--- src/rtl/async_fifo.sv ---
// Single-clock FIFO for DATA_WIDTH-bit words with registered read data and
// count-decoded full/empty flags. The name is historical; there is no CDC here.
module async_fifo #(
  parameter int DATA_WIDTH = 8,
  parameter int DEPTH      = 16,
  parameter int ADDR_WIDTH = 4
) (
  input  logic                  clk,
  input  logic                  rst,
  input  logic                  wr_en,
  input  logic                  rd_en,
  input  logic [DATA_WIDTH-1:0] buf_in,
  output logic [DATA_WIDTH-1:0] buf_out,
  output logic                  buf_empty,
  output logic                  buf_full,
  output logic [ADDR_WIDTH:0]   buf_count
);

  localparam logic [ADDR_WIDTH:0] FULL_COUNT = (ADDR_WIDTH + 1)'(DEPTH);

  logic [DATA_WIDTH-1:0] r_mem [DEPTH];
  logic [ADDR_WIDTH-1:0] r_wr_ptr;
  logic [ADDR_WIDTH-1:0] r_rd_ptr;
  logic [ADDR_WIDTH:0]   r_count;
  logic [DATA_WIDTH-1:0] r_out;

  logic w_wr_acc;
  logic w_rd_acc;

  // Flags come straight from the registered count, so no input reaches them
  // combinationally; a full FIFO can therefore still accept a same-cycle read.
  assign buf_empty = (r_count == '0);
  assign buf_full  = (r_count == FULL_COUNT);
  assign buf_count = r_count;
  assign buf_out   = r_out;

  assign w_wr_acc = wr_en && !buf_full;
  assign w_rd_acc = rd_en && !buf_empty;

  // NOTE: state registers use non-blocking assignments so every process reads
  // the pre-edge value, independent of simulator evaluation order.
  always_ff @(posedge clk) begin
    if (!rst) begin
      r_wr_ptr <= '0;
      r_rd_ptr <= '0;
      r_count  <= '0;
      r_out    <= '0;
    end else begin
      if (w_wr_acc) begin
        r_wr_ptr <= r_wr_ptr + ADDR_WIDTH'(1);
      end
      if (w_rd_acc) begin
        r_out    <= r_mem[r_rd_ptr];
        r_rd_ptr <= r_rd_ptr + ADDR_WIDTH'(1);
      end
      case ({w_wr_acc, w_rd_acc})
        2'b10:   r_count <= r_count + (ADDR_WIDTH + 1)'(1);
        2'b01:   r_count <= r_count - (ADDR_WIDTH + 1)'(1);
        default: r_count <= r_count;
      endcase
    end
  end

  // NOTE: the storage array has no reset; after reset the pointers make old
  // contents unreachable, and leaving it out lets the array map to plain RAM.
  always_ff @(posedge clk) begin
    if (rst && w_wr_acc) begin
      r_mem[r_wr_ptr] <= buf_in;
    end
  end

endmodule

--- config.mk ---
export PLATFORM = sky130hd
export DESIGN_NAME = async_fifo
export DESIGN_NICKNAME = d
export VERILOG_FILES = /design/src/rtl/async_fifo.sv
export SDC_FILE = /design/constraint.sdc
export NUM_CORES = 1
export LEC_CHECK = 0
export CORE_UTILIZATION = 45
export DETAILED_ROUTE_END_ITERATION = 10
export PLACE_DENSITY = 0.73
export SLEW_MARGIN = 0
export SYNTH_ARGS = -nofsm -noshare
export SYNTH_HDL_FRONTEND = slang
export SYNTH_SLANG_ARGS = --single-unit
export TNS_END_PERCENT = 20
--- constraint.sdc ---
create_clock -name clk -period 4 [get_ports clk]
set_input_delay 0.8 -clock clk [delete_from_list [all_inputs] [get_ports clk]]
set_output_delay 0.8 -clock clk [all_outputs]
set_load 0.01 [all_outputs]
Yosys cells after proc, flatten, opt, wreduce, memory -nomap -nowiden
Memory sizes are Yosys's and may differ from the RTL's. A register that Yosys moved wholly into a read port is not among the register bits.
Index checks and enable logic that the tools add are counted.
{ "classes": {"eq_ne": 3, "add_sub_neg": 4, "n_reduce_logical": 8, "muxes": 3} }
{ "op_table": {"columns": ["op", "count"], "rows": [
  ["$pmux W5 S2", 1],
  ["$add A4 B1 Y4 const B", 2],
  ["$add A5 B1 Y5 const B", 1],
  ["$eq A5 B5 Y1 const B", 1],
  ["$logic_not A5 Y1", 1],
  ["$sub A5 B1 Y5 const B", 1],
  ["$logic_and A1 B1 Y1", 3],
  ["$logic_not A1 Y1", 3],
  ["$eq A2 B1 Y1 const B", 1],
  ["$eq A2 B2 Y1 const B", 1],
  ["$mux W1", 2],
  ["$reduce_bool A2 Y1", 1]
]} }
{ "totals": {"out_inout_bits": 15, "ram_bits": 128, "mem_count": 1, "reg_bits": 13} }
{ "mem_list": {"columns": ["name", "words", "width", "read_ports", "rd_clocked_by_memory_dff", "write_ports", "line", "rtl"], "rows": [
  ["r_mem", 16, 8, 1, 1, 1, "21", "logic [DATA_WIDTH-1:0] r_mem [DEPTH];"]
]} }

Logic depth before layout (Yosys ltp)
{ "logic_depth": {"ltp_word": 6, "depth_mapped": 11} }

Worst setup path before layout
OpenSTA, ideal clock, no wires.
{ "synth_path": {"path_type": "reg2reg", "startpoint": "reg r_count[0], in the netlist buf_count[0]", "endpoint": "reg r_count[4], in the netlist buf_count[4]", "path_buffers": 1, "setup_slack_ps": 1152, "stages_incl_launch_ff": 11, "arrival_time_ps": 2730, "period_less_slack_ps": 2848, "cell_sequence": "dfxtp_1 > or4_4 > o21a_1 > clkbuf_1 > ha_1 > ha_1 > nor2b_1 > o21ai_0 > a21oi_1 > or3b_1 > mux2i_1"} }
{ "synth_via": {"elab_chain_cells": 5, "word_cells_on_any_way": 12, "classes_between": "add/sub: 2; eq/ne: 3; mux: 1; reduce/logical: 6"} }
{ "synth_lines": {"columns": ["item", "line", "rtl"], "rows": [
  ["start, declared", "24", "logic [ADDR_WIDTH:0] r_count;"],
  ["start signal, assigned", "57", "2'b10: r_count <= r_count + (ADDR_WIDTH + 1)'(1);"],
  ["start signal, assigned", "58", "2'b01: r_count <= r_count - (ADDR_WIDTH + 1)'(1);"],
  ["start signal, assigned", "59", "default: r_count <= r_count;"],
  ["$logic_not A5 Y1 *", "32", "assign buf_empty = (r_count == '0);"],
  ["$logic_not A1 Y1 *", "38", "assign w_rd_acc = rd_en && !buf_empty;"],
  ["$logic_and A1 B1 Y1 *", "38", null],
  ["named net w_rd_acc", "28", "logic w_rd_acc;"],
  ["$eq A2 B1 Y1 / $eq A2 B2 Y1 (equally long branches)", "56", "case ({w_wr_acc, w_rd_acc})"],
  ["$pmux W5 S2 / $reduce_bool A2 Y1 (equally long branches)", null, null]
]} }
The timed path passes the listed nets; every way through them passes the cells marked *.
A chain may end at the register's enable or synchronous reset.

Final worst setup path
{ "layout_path": {"startpoint": "in wr_en", "endpoint": "reg r_count[4], in the netlist buf_count[4]"} }
{ "layout_via": {"elab_chain_cells": 3, "word_cells_on_any_way": 5, "classes_between": "eq/ne: 2; mux: 1; reduce/logical: 2"} }
{ "layout_lines": {"columns": ["item", "line", "rtl"], "rows": [
  ["start, declared", "10", "input logic wr_en,"],
  ["$logic_and A1 B1 Y1 *", "37", "assign w_wr_acc = wr_en && !buf_full;"],
  ["$eq A2 B1 Y1 / $eq A2 B2 Y1 (equally long branches)", "56", null],
  ["$pmux W5 S2 / $reduce_bool A2 Y1 (equally long branches)", null, null]
]} }
Mark *: on every way between the ends. The rest lies on a longest branch, timed or not.

==> flow_summary.toml <==
[clocking]
root_buffer = "clkbuf_16"
clock-sinks = 149
numCtsBuffers = 17
cts-resized-gates = 0
h-tree-depth = 4
cts_setup_buffers = 0
clk_pin_slew_ns = 0.06
tritoncts = "built"
hold_buffers = 0
clk_path_buf_depth = 2
insertion_delay_ns = 0.41

[yosys]
synth-simple-area-share_pct = 5.711
synth_top_area_share_pct = 64.74
synth_xor_area_share_pct = 1.328
synth_mux_area_share_pct = 11.80
ys_ff_latch = 149
syn_avg_cell_area_sq_um = 16.49
syn_nets = 382
ys_async_sr_fraction_pct = 0
yosysWarnings = 0
synth_edf_count = 128
synth_area_sq_mm = 0.005937
synthTopCellsByCount = "edfxtp_1, mux2i_1, nor2_1, dfxtp_1"
synth_top_family_by_area = "multiplexers"
ys_types = 37
ys_seq_area_share_pct = 71.82
synth.most_common_cell = "edfxtp_1"
synth_fa_ha_area_share_pct = 2.234
yosys-top-cells-area = "edfxtp_1, dfxtp_1, mux4_2, mux2i_1, ha_1"
synth_cells = 360
synth_ff_type = "edfxtp_1"
synth.largest_area_cell = "edfxtp_1"
synth_compound_area_share_pct = 5.248

[timing]
maxSlewViolCount = 0
relSlewSlack_pct = 29.73
setup_viol = 0
clock_skew_ns = 0.004215
rsz0062_at_grt = "false"
min_period_over_period_pct = 74.30
fin_tns_setup_ns = 0
fmax_mhz = 336.5
finalHoldViolCount = 0
timing.final.crit_period_ns = 2.972
tightest_slew_ns = 1.054

[worst_setup_path]
required_ns = 4.30
critPathMaxFanout = 9
crit_path_max_incr_delay_ns = 0.46
worstPathArrival_ns = 3.27
cp_top_family = "compound AO/OA/AOI/OAI gates"
crit_type = "in -> reg"
path_buf_inv = 2
start_kind = "input pin"
reg2regPathDepth = 11
path_cells = "clkdlybuf4s50_1 > a21boi_2 > inv_1 > ha_1 > ha_1 > nor2b_1 > o21ai_0 > a21oi_1 > or3b_1 > mux2i_1"
crit_cells = 10
crit_path_frequent_cell = "ha_1"
crit_path_end_kind = "flip-flop"
crit_slowest_cell = "clkdlybuf4s50_1"

[status]
outcome = "finished, final reports clean"

[place]
io_buffers = 26
placed_cell_area_sq_mm = 0.006375
dp_hpwl_microns = 7505
place_inst = 546
gp_congestion = 0.7934

[global_routing]
grt_max_degree = 36
grt_pass1_wl_microns = 17720
grt_pass1_vias = 3249
gr-total-overflow = 0
antenna_found_initial = 0
grt_usage_pct = 18.31

[floorplanning]
core_sq_mm = 0.01272
die_w_microns = 116.9
io_pins = 27
die_h_microns = 116.9
start_util_pct = 46.67
std_cell_rows = 41
die-area_sq_mm = 0.01366

[finish]
syn2layout_area_growth_pct = 16.52
stdcell_count = 578
drive_above_1_share_pct = 13.55
post-route-cell-area_sq_mm = 0.006918
antenna_cells = 0
nNetsFinal = 415
fillers = 1014

[route]
drtIter0Drc = 296
wl_per_cell_microns = 20.46
drt_pass1_iterations = 5
vias = 3235
final_antenna_net_count = 0
route.detailed.drc = 0
wirelength_microns = 11820
via_per_inst = 5.597

[power]
power.share.clock_pct = 34.7
powerDensity_mw_per_mm2 = 606.0
p_int_mw = 3.055
power.switching_mw = 1.137
p_leak_nw = 2.160
pwr-share-seq_pct = 44.2
irDropWorstVdd_v = 0.0003562
power_frac_comb_pct = 21.1
switching_share_pct = 27.12

[run]
cap_violations = 0

[min_path]
min_path_cells = 2
hp-class = "reg -> reg"
[power by group through the flow]
stage | combinational, mW | clock, mW | sequential [mW]
final | 0.883 | 1.45 | 1.85
after global routing | 0.964 | 1.53 | 1.87
after CTS | 0.891 | 1.47 | 1.85
after detailed placement | 0.889 | 0 | 1.89
after global placement | 0.854 | 0 | 1.88
after floorplan | 0.540 | 0 | 1.90
[worst paths after layout]
kind | endpoint | slack (ns) | start
max | buf_count[4]$_SDFFE_PN0P_ | 1.03 | wr_en
min | buf_out[5]$_SDFFE_PN0P_ | 0.54 | buf_out[5]$_SDFFE_PN0P_
max reg2reg | buf_count[4]$_SDFFE_PN0P_ | 1.17 | buf_count[0]$_SDFFE_PN0P_
min reg2reg | buf_out[5]$_SDFFE_PN0P_ | 0.54 | buf_out[5]$_SDFFE_PN0P_
[routing by layer]
metal	GRT usage (%)	wire length (microns)	share of wire, %
met1	23.62	5063	43
met2	29.59	5759	49
met3	4.480	769	6.5
met4	8.186	231	2.0
met5	0	0	0
[tightest hold or removal path: stages, from the launching register on]
cell and delay (ns):
dfxtp_1 0.32, o21ai_1 0.13, a31oi_1 0.04
[placed cells by master (no fill, tap or decap), types with 2 or more instances in the layout]
cell type,Yosys,layout
buf_4,1,6
mux2i_1,34,34
o22ai_1,16,16
clkbuf_16,0,17
clkinv_2,0,2
nor2_1,27,27
clkinv_1,0,2
nor2b_1,5,5
dfxtp_1,21,20
nand3b_1,3,3
ha_1,9,9
a21oi_1,3,3
clkdlybuf4s50_1,0,26
nand4_1,2,2
inv_1,7,7
a31oi_1,8,8
nand2_1,9,9
clkbuf_1,10,2
a22oi_1,8,8
xnor2_1,6,6
o21ai_0,4,4
edfxtp_1,128,128
clkinvlp_4,0,6
nand3_1,3,3
xor2_1,3,3
o21ai_1,8,8
mux4_2,16,16
and2_1,11,11
[logic make-up after synthesis]
group                    count (synthesis)
multiplexers                            50
adder cells (fa/ha/maj)                 10
XOR/XNOR                                 9
AO/OA/AOI/OAI                           50
flip-flops                             149
buffers and inverters                   25
AND/OR/NAND/NOR                         67
[through the flow]
step | setup WS [ns] | power, mW | hold WS, ns | utilization (%)
floorplan | 1.152 | 2.439 | 0.5338 | -
global placement | 0.7172 | 2.735 | 0.5125 | 50.11
detailed placement | 0.6390 | 2.774 | 0.5240 | 50.11
CTS | 1.043 | 4.214 | 0.5349 | 54.38
global route | 0.8161 | 4.360 | 0.5444 | 54.38
finish | 1.028 | 4.192 | 0.5403 | 54.38
[registers in the layout (all words and copies together), names as in the netlist]
| register | cells |
|---|---|
| r_mem | 128 |
| buf_out | 8 |
| buf_count | 5 |
| r_rd_ptr | 4 |
| r_wr_ptr | 4 |
[final cells by class]
cell class / count / area [sq um] / share of cell area (%)
repair buffers: 32 / 305.3 / 4.413
inverters: 7 / 26.28 / 0.3798
clock inverters: 13 / 110.1 / 1.592
flip-flops and latches: 149 / 4265 / 61.66
clock buffers: 19 / 432.9 / 6.258
well taps: 172 / 215.2 / 3.111
multi-input cells: 186 / 1563 / 22.59
Note: power is estimated with default switching activity, not from simulation.
